<file path="config.mk">
export PLATFORM = sky130hd
export DESIGN_NAME = keypad_scanner
export DESIGN_NICKNAME = d
export VERILOG_FILES = /design/src/rtl/keypad_pkg.sv /design/src/rtl/keypad_debounce.sv /design/src/rtl/keypad_scanner.sv
export SDC_FILE = /design/constraint.sdc
export NUM_CORES = 1
export LEC_CHECK = 0
export ABC_CLOCK_PERIOD_IN_PS = 4400
export BUFFER_PORTS_ARGS = -buffer_cell sky130_fd_sc_hd__buf_2
export CORE_ASPECT_RATIO = 1.2
export CORE_MARGIN = 2
export CORE_UTILIZATION = 55
export CTS_BUF_LIST = sky130_fd_sc_hd__clkbuf_16
export CTS_CLUSTER_DIAMETER = 80
export DETAILED_ROUTE_END_ITERATION = 8
export HOLD_SLACK_MARGIN = 0.15
export PLACE_DENSITY_LB_ADDON = 0.05
export SLEW_MARGIN = 20
export SYNTH_ARGS = -nofsm -noshare
export SYNTH_HDL_FRONTEND = slang
export SYNTH_SLANG_ARGS = --single-unit
</file>
<file path="constraint.sdc">
create_clock -name CLK -period 4.4 [get_ports CLK]
set_clock_uncertainty 0.15 [all_clocks]
set_input_delay 0.44 -clock CLK [delete_from_list [all_inputs] [get_ports CLK]]
set_output_delay 0.44 -clock CLK [all_outputs]
set_load 0.005 [all_outputs]
</file>
<file path="src/rtl/keypad_pkg.sv">
// keypad_pkg: shared FSM states, key map, column strobes and priority helper for the keypad scanner.
package keypad_pkg;

    typedef enum logic {IDLE, HELD} state_t;

    typedef struct packed {
        logic       found;
        logic [3:0] idx;
    } lowest_t;

    // Indexed by matrix bit k = row*4 + col.
    localparam logic [3:0] KEY_MAP [16] = '{
        4'h1, 4'h2, 4'h3, 4'hA,
        4'h4, 4'h5, 4'h6, 4'hB,
        4'h7, 4'h8, 4'h9, 4'hC,
        4'hE, 4'h0, 4'hF, 4'hD
    };

    localparam logic [3:0] COL_STROBE [4] = '{4'b1110, 4'b1101, 4'b1011, 4'b0111};

    function automatic lowest_t lowest_set(input logic [15:0] v);
        lowest_t r;
        r = '0;
        for (int i = 15; i >= 0; i--)
            if (v[i]) r = '{found: 1'b1, idx: 4'(i)};
        return r;
    endfunction

endpackage

</file>
<file path="src/rtl/keypad_debounce.sv">
// keypad_debounce: accepts a frame into the debounced matrix once it repeats DEBOUNCE_SCANS times in a row.
module keypad_debounce #(
    parameter int DEBOUNCE_SCANS = 4
) (
    input  logic        CLK,
    input  logic        Reset,
    input  logic [15:0] frame,
    input  logic        frame_end,
    output logic [15:0] matrix,
    output logic        update
);

    localparam int CW = $clog2(DEBOUNCE_SCANS + 1);

    logic [15:0]   prev_q, prev_d, matrix_q, matrix_d;
    logic [CW-1:0] cnt_q, cnt_d;
    logic          update_q, update_d;

    always_comb begin
        update_d = frame_end && frame == prev_q && cnt_q == CW'(DEBOUNCE_SCANS - 1);
        prev_d   = frame_end ? frame : prev_q;
        cnt_d    = !frame_end ? cnt_q :
                   frame != prev_q ? '0 :
                   cnt_q == CW'(DEBOUNCE_SCANS) ? cnt_q : cnt_q + 1'b1;
        matrix_d = update_d ? frame : matrix_q;
    end

    always_ff @(posedge CLK) begin
        if (Reset) begin
            prev_q   <= '0;
            cnt_q    <= '0;
            matrix_q <= '0;
            update_q <= 1'b0;
        end else begin
            prev_q   <= prev_d;
            cnt_q    <= cnt_d;
            matrix_q <= matrix_d;
            update_q <= update_d;
        end
    end

    assign matrix = matrix_q;
    assign update = update_q;

endmodule

</file>
<file path="src/rtl/keypad_scanner.sv">
// keypad_scanner: column-strobed 4x4 keypad scan with frame debounce and single-event press reporting.
module keypad_scanner
    import keypad_pkg::*;
#(
    parameter int SCAN_TICKS     = 16000,
    parameter int DEBOUNCE_SCANS = 4
) (
    input  logic        CLK,
    input  logic        Reset,
    input  logic [3:0]  Row,
    output logic [3:0]  Col,
    output logic [3:0]  KeyCode,
    output logic        KeyValid,
    output logic        KeyDown,
    output logic [15:0] KeyHistory
);

    localparam int TW = $clog2(SCAN_TICKS);

    logic [3:0]    row_meta_q, row_sync_q;
    logic [TW-1:0] tick_q, tick_d;
    logic [1:0]    col_idx_q, col_idx_d;
    logic [15:0]   frame_q, frame_d;
    logic          tick_end, frame_end;
    logic [15:0]   matrix;
    logic          update;
    state_t        state_q, state_d;
    logic [3:0]    key_code_q, key_code_d;
    logic          key_valid_q, key_valid_d;
    logic          key_down_q, key_down_d;
    logic [15:0]   history_q, history_d;
    lowest_t       pick;

    always_comb begin
        tick_end  = tick_q == TW'(SCAN_TICKS - 1);
        frame_end = tick_end && col_idx_q == 2'd3;
        tick_d    = tick_end ? '0 : tick_q + 1'b1;
        col_idx_d = col_idx_q + 2'(tick_end);
        frame_d   = frame_q;
        // Scatter the column's rows into row-major matrix positions.
        if (tick_end)
            for (int r = 0; r < 4; r++)
                frame_d[{2'(r), col_idx_q}] = ~row_sync_q[r];
    end

    keypad_debounce #(.DEBOUNCE_SCANS(DEBOUNCE_SCANS)) u_debounce (
        .CLK       (CLK),
        .Reset     (Reset),
        .frame     (frame_d),
        .frame_end (frame_end),
        .matrix    (matrix),
        .update    (update)
    );

    always_comb begin
        pick        = lowest_set(matrix);
        state_d     = state_q;
        key_code_d  = key_code_q;
        key_valid_d = 1'b0;
        key_down_d  = key_down_q;
        history_d   = history_q;
        if (update && state_q == IDLE && pick.found) begin
            state_d     = HELD;
            key_code_d  = KEY_MAP[pick.idx];
            key_valid_d = 1'b1;
            key_down_d  = 1'b1;
            history_d   = {history_q[11:0], KEY_MAP[pick.idx]};
        end else if (update && state_q == HELD && !pick.found) begin
            state_d    = IDLE;
            key_down_d = 1'b0;
        end
    end

    always_ff @(posedge CLK) begin
        if (Reset) begin
            row_meta_q  <= 4'hF;
            row_sync_q  <= 4'hF;
            tick_q      <= '0;
            col_idx_q   <= '0;
            frame_q     <= '0;
            state_q     <= IDLE;
            key_code_q  <= '0;
            key_valid_q <= 1'b0;
            key_down_q  <= 1'b0;
            history_q   <= '0;
        end else begin
            row_meta_q  <= Row;
            row_sync_q  <= row_meta_q;
            tick_q      <= tick_d;
            col_idx_q   <= col_idx_d;
            frame_q     <= frame_d;
            state_q     <= state_d;
            key_code_q  <= key_code_d;
            key_valid_q <= key_valid_d;
            key_down_q  <= key_down_d;
            history_q   <= history_d;
        end
    end

    assign Col        = COL_STROBE[col_idx_q];
    assign KeyCode    = key_code_q;
    assign KeyValid   = key_valid_q;
    assign KeyDown    = key_down_q;
    assign KeyHistory = history_q;

endmodule

</file>
# After elaboration in Yosys (flattened, before gate mapping)
# Memories as Yosys holds them, arrays and structs flattened.
# Cells that the tools add are included.
op_classes:
  n_reduce_logical: 15
  muxes: 39
  n_bitwise: 7
  eq_ne: 7
  magnitude_cmp: 10
  add_sub_neg: 3
op_table:
  columns: ["cell", "count"]
  rows:
  - ["5-bit two-way mux", 16]
  - ["16-bit bitwise mux", 4]
  - ["16-bit == test", 1]
  - ["16-bit two-way mux", 1]
  - ["4-bit two-way mux", 4]
  - ["16-bit != test", 1]
  - ["14-bit by 1-bit adder with 14-bit output, second input constant", 1]
  - ["14-bit == test, second input constant", 1]
  - ["1-bit logical AND", 11]
  - ["4-bit by 5-bit less-than comparator with 1-bit output, second input constant", 2]
  - ["4-bit binary-select mux with 2-bit select", 1]
  - ["1-bit demux with 2-bit select", 4]
  - ["4-bit by 1-bit greater-or-equal comparator with 1-bit output, second input constant", 2]
  - ["1-bit two-way mux", 7]
  - ["3-bit two-way mux", 2]
  - ["5-bit greater-or-equal comparator, second input constant", 1]
  - ["2-bit by 5-bit less-than comparator with 1-bit output, second input constant", 1]
  - ["3-bit by 5-bit less-than comparator with 1-bit output, second input constant", 1]
  - ["1-bit inverter", 5]
  - ["4-bit inverter with 5-bit output", 1]
  - ["3-bit by 1-bit adder with 3-bit output, second input constant", 1]
  - ["3-bit by 2-bit == test with 1-bit output, second input constant", 1]
  - ["3-bit == test, second input constant", 1]
  - ["3-bit by 1-bit greater-or-equal comparator with 1-bit output, second input constant", 1]
  - ["other kinds (10)", 10]
word_totals:
  mem_count: 1
  reg_bits: 98
  mem_bits_ro: 64
  elab_cells: 95
memory_table:
  columns: ["memory", "depth", "width", "read_ports", "rd_ports_with_merged_regs", "wr", "line_no", "text"]
  rows:
  - ["(no name shown)", 16, 4, 1, 0, 0, "keypad_scanner.sv:67", "history_d = {history_q[11:0], KEY_MAP[pick.idx]};"]

# Longest topological paths before layout
depth:
  word_depth: 20
  mapped_depth: 11
  ltp_nobuf: 11

# Modules after synthesis
# A second synthesis with hierarchy kept.
hier_totals:
  cells_unflattened: 487
  area_unflattened_um2: 4426.7
modules_own_cells:
  columns: ["module", "cells_each", "seq_area_each_um2", "area_each_um2", "n_inst"]
  rows:
  - ["keypad_scanner", 319, 1161.1, 2742.6, 1]
  - ["keypad_debounce", 168, 720.7, 1684.1, 1]

# Worst setup path before layout
# No wires, ideal clock.
synth_timing:
  kind: "reg2reg"
  startpoint: "register tick_q[7]"
  endpoint: "register u_debounce.matrix_q[10] (netlist: u_debounce.matrix[10])"
  path_slack_ps: 1341
  t_required_ps: 4129
  t_arrival_ps: 2787
  period_less_slack_ps: 3059
  setup_ps: 121
  path_stages_with_launch: 10
  path_cell_list: "dfxtp_1 -> or3b_1 -> buf_2 -> nor4_2 -> mux2i_1 -> o2111ai_1 -> nor4_4 -> nand4_2 -> buf_6 -> mux2_4"
synth_via:
  elab_chain_len: 5
synth_lines:
  columns: ["element", "line_no", "text"]
  rows:
  - ["start, declared", "keypad_scanner.sv:21", "logic [TW-1:0] tick_q, tick_d;"]
  - ["start signal, assigned", "keypad_scanner.sv:89", "tick_q <= tick_d;"]
  - ["14-bit == test *", "keypad_scanner.sv:35", "tick_end = tick_q == TW'(SCAN_TICKS - 1);"]
  - ["16-bit two-way mux", "keypad_scanner.sv:41", "if (tick_end)"]
  - ["16-bit == test", "keypad_debounce.sv:20", "update_d = frame_end && frame == prev_q && cnt_q == CW'(DEBOUNCE_SCANS - 1);"]
  - ["1-bit logical AND (2 in series)", "keypad_debounce.sv:20", null]
  - ["end signal, assigned", "keypad_debounce.sv:37", "matrix_q <= matrix_d;"]
  - ["end, declared", "keypad_debounce.sv:15", "logic [15:0] prev_q, prev_d, matrix_q, matrix_d;"]
# Every way passes the cells marked *; elsewhere a longest branch is shown, timed or not.
# A chain may end at the register's enable or synchronous reset.

# Final worst setup path
layout_timing:
  startpoint: "register tick_q[3]"
  endpoint: "register u_debounce.matrix_q[4] (netlist: u_debounce.matrix[4])"
# The elaborated chain is that of the path after synthesis.

==> metrics.yaml <==
die:
  dieArea_sq_mm: 0.00888
  design.core.area_sq_mm: 0.00802
  start_util_pct: 55.9
  ios: 32
  die_w_microns: 86.4
  rows: 36
  die_h_microns: 103
setup_path:
  r2r_setup_slack_ps: 690
  r2r_cells: 7
  r2r-end: "u_debounce.matrix[4]"
  crit_type: "flop to flop"
  start_kind: "flop"
  worstSetupStartpoint: "tick_q[3]"
  cp-end-kind: "flop"
  crit_family: "simple AND/OR/NAND/NOR gates"
  r2r-start: "tick_q[3]"
  critPathArrivalTime_ps: 3790
  worstPathCellList: "nand4_1, nor4_2, mux2i_1, o2111ai_1, nor4_4, nand4_2, mux2_4"
  slowest_stage: "nor4_2"
  max_stage_delay_ps: 820
  cp_max_fo: 12
  required_ps: 4480
  crit_buf_inv: 0
drt:
  drc: 0
  vias: 3589
  drtAntennaViolNets: 0
  wl_mm: 9.69
  first_iter_violations: 159
  viasPerCell: 5.59
  detail_route.wl_per_cell_microns: 15.1
  drtPass1Iterations: 4
pwr:
  sw_frac_of_total_pct: 21.4
  cell_internal_pwr_w: 0.00131
  power_density_mw_per_mm2: 334
  combPwrFrac_pct: 2.3
  leakage_nw: 1.89
  power_frac_seq_pct: 51.8
  irDropWorstVdd_v: 0.000251
  pwr-share-clk_pct: 45.9
  power_switching_w: 0.000356
timing:
  timing.final.crit_share_pct: 84.3
  fmax_mhz: 270
  period_minus_slack_ps: 3710
  rsz0062_at_grt: "false"
  finalHoldViolCount: 0
  fin_setup_tns_ps: 0
  relSlewSlack_pct: 46.4
  holdWs_ps: 258
  drv_slew: 0
  setup-violations-final: 0
  tightest_slew_ps: 797
worst_hold_path:
  hold_depth: 1
  min_from: "row_meta_q[1]"
  holdPathEnd: "row_sync_q[1]"
  hp-class: "flop to flop"
clock_tree:
  cts_buffer_depth: 2
  htreeDepth: 3
  cts.hold.buffers_added: 4
  cts-root-buf: "clkbuf_16"
  cts_setup_buffers: 0
  clk_pin_slew_ps: 70
  cts_tree: "yes"
  post_cts_resized: 0
  numCtsBuffers: 9
  cts_sinks: 94
  clock_latency_ps: 340
cells_and_area:
  post-route-cell-area_sq_mm: 0.00500
  n_fill_cell: 683
  utilization_pct: 62.3
  mostFrequentLayoutCell: "dfxtp_1"
  diodes: 0
  syn_to_final_growth_pct: 11.6
  final_nets: 559
  layout.cells.most_common_list: "dfxtp_1 (94), nand2_1 (68), nor2_1 (59)"
  layout-drive-gt1-share_pct: 17.2
yosys:
  synth_warnings: 0
  synth_cell_types: 57
  synth.area.mux_share_pct: 7.88
  synthXorXnorAreaFrac_pct: 4.30
  synth_top_family_by_area: "simple AND/OR/NAND/NOR gates"
  synthSimpleGateAreaFrac_pct: 24.6
  synthArstFlopShare_pct: 0
  synthAdderAreaFrac_pct: 2.79
  ys_seq_elements: 94
  synth.avg_cell_area_sq_um: 8.58
  syn_area_sq_mm: 0.00448
  synth.net_count: 538
  synth_compound_area_share_pct: 13.1
  syn-instance-count: 522
  synth_edf_count: 0
  ys_seq_area_share_pct: 42.0
  ys.flop_type: "dfxtp_1"
global_route:
  overflow: 0
  first_global_vias: 3300
  grt_start_max_net_pins: 35
  grt_pass1_wl_mm: 16.0
  grt_use_total_pct: 23.2
  antenna_found_initial: 0
place:
  io_buffers: 31
  dp_hpwl_mm: 6.88
  gp_congestion: 0.825
  place_area_sq_mm: 0.00466
job:
  cap_violations: 0
outcome:
  status: "finished, final reports clean"
-- sequential cells by signal, indices dropped and copies added, names as in the netlist, 3 cells and up --
register / cells
frame_q: 16
u_debounce.matrix: 16
u_debounce.prev_q: 16
tick_q: 14
KeyHistory: 13
row_meta_q: 4
row_sync_q: 4
KeyCode: 3
u_debounce.cnt_q: 3
-- logic make-up (layout without fill, tap and decap cells) --
family | after synthesis | count (layout)
AOI/OAI and AO/OA | 97 | 97
xor gates and xnor gates | 22 | 22
adders and majority gates | 10 | 10
buffers and inverters | 55 | 80
DFF | 94 | 94
muxes | 28 | 28
and+or+nand+nor | 216 | 216
-- Yosys cell counts (all sizes together) (2+ instances only) --
library cell | instances | area share, %
a21oi | 48 | 5.4
a21boi | 2 | 0.34
nor4 | 8 | 1.9
nor2b | 19 | 2.7
o211ai | 5 | 0.84
dfxtp | 94 | 42
and2 | 2 | 0.28
nand2b | 4 | 0.56
o22ai | 4 | 0.56
mux2i | 9 | 2.0
nor3 | 5 | 0.67
nand4 | 7 | 1.1
nor2 | 59 | 4.9
nand3b | 3 | 0.50
xor2 | 7 | 1.4
a211oi | 7 | 1.2
nand2 | 68 | 5.7
o21a | 4 | 0.67
or4 | 4 | 0.84
or2 | 12 | 1.7
nand4b | 2 | 0.39
a22oi | 3 | 0.50
o21ai | 11 | 1.2
xnor2 | 15 | 2.9
ha | 10 | 2.8
o31ai | 3 | 0.50
nand3 | 9 | 1.0
buf | 9 | 1.5
clkbuf | 23 | 1.9
o221ai | 3 | 0.59
inv | 23 | 1.9
or3b | 2 | 0.39
mux2 | 18 | 5.4
o2111ai | 2 | 0.39
nor3b | 2 | 0.34
and3 | 6 | 0.84
-- per-stage QoR --
step           cells  setup WS, ps  total power (W)
2_1_floorplan    522          1340         0.000907
3_3_place_gp     623           813         0.000919
3_5_place_dp     623           668         0.000919
4_1_cts          642           669          0.00169
5_1_grt          642           453          0.00173
6_report         642           691          0.00167
-- power groups by stage --
stage,registers [W],clock network [W],logic [W]
2_1_floorplan,0.000878,0,0.0000288
3_3_place_gp,0.000884,0,0.0000348
3_5_place_dp,0.000884,0,0.0000350
4_1_cts,0.000864,0.000790,0.0000378
5_1_grt,0.000865,0.000826,0.0000422
6_report,0.000865,0.000766,0.0000376
-- metal layers --
metal / track usage, % / wire, microns / up-vias
li1: - / - / 1820
met1: 28.3 / 4250 / 1677
met2: 39.1 / 4840 / 73
met3: 4.88 / 312 / 19
met4: 10.7 / 290 / 0
met5: 0 / 0 / -
-- final cells by class --
type                       instances  area, sq um  share of cell area (%)
clock buffer                       9          225                    4.51
sequential                        94         1880                    37.6
tap                               95          119                    2.38
multi-input combinational        373         2370                    47.4
clock inverter                     6         70.1                    1.40
inverter                          23         86.3                    1.73
timing repair buffer              42          248                    4.96
-- how the worst max path moves through the flow --
stage | to | slack, ps | cells past startpoint
after floorplan | u_debounce.matrix[10] | 1340 | 9
after global placement | u_debounce.matrix[4] | 810 | 7
after detailed placement | u_debounce.matrix[4] | 670 | 7
after CTS | u_debounce.matrix[4] | 670 | 7
after global routing | u_debounce.matrix[5] | 450 | 7
final | u_debounce.matrix[4] | 690 | 7
Note: power is estimated with default switching activity, not from simulation.
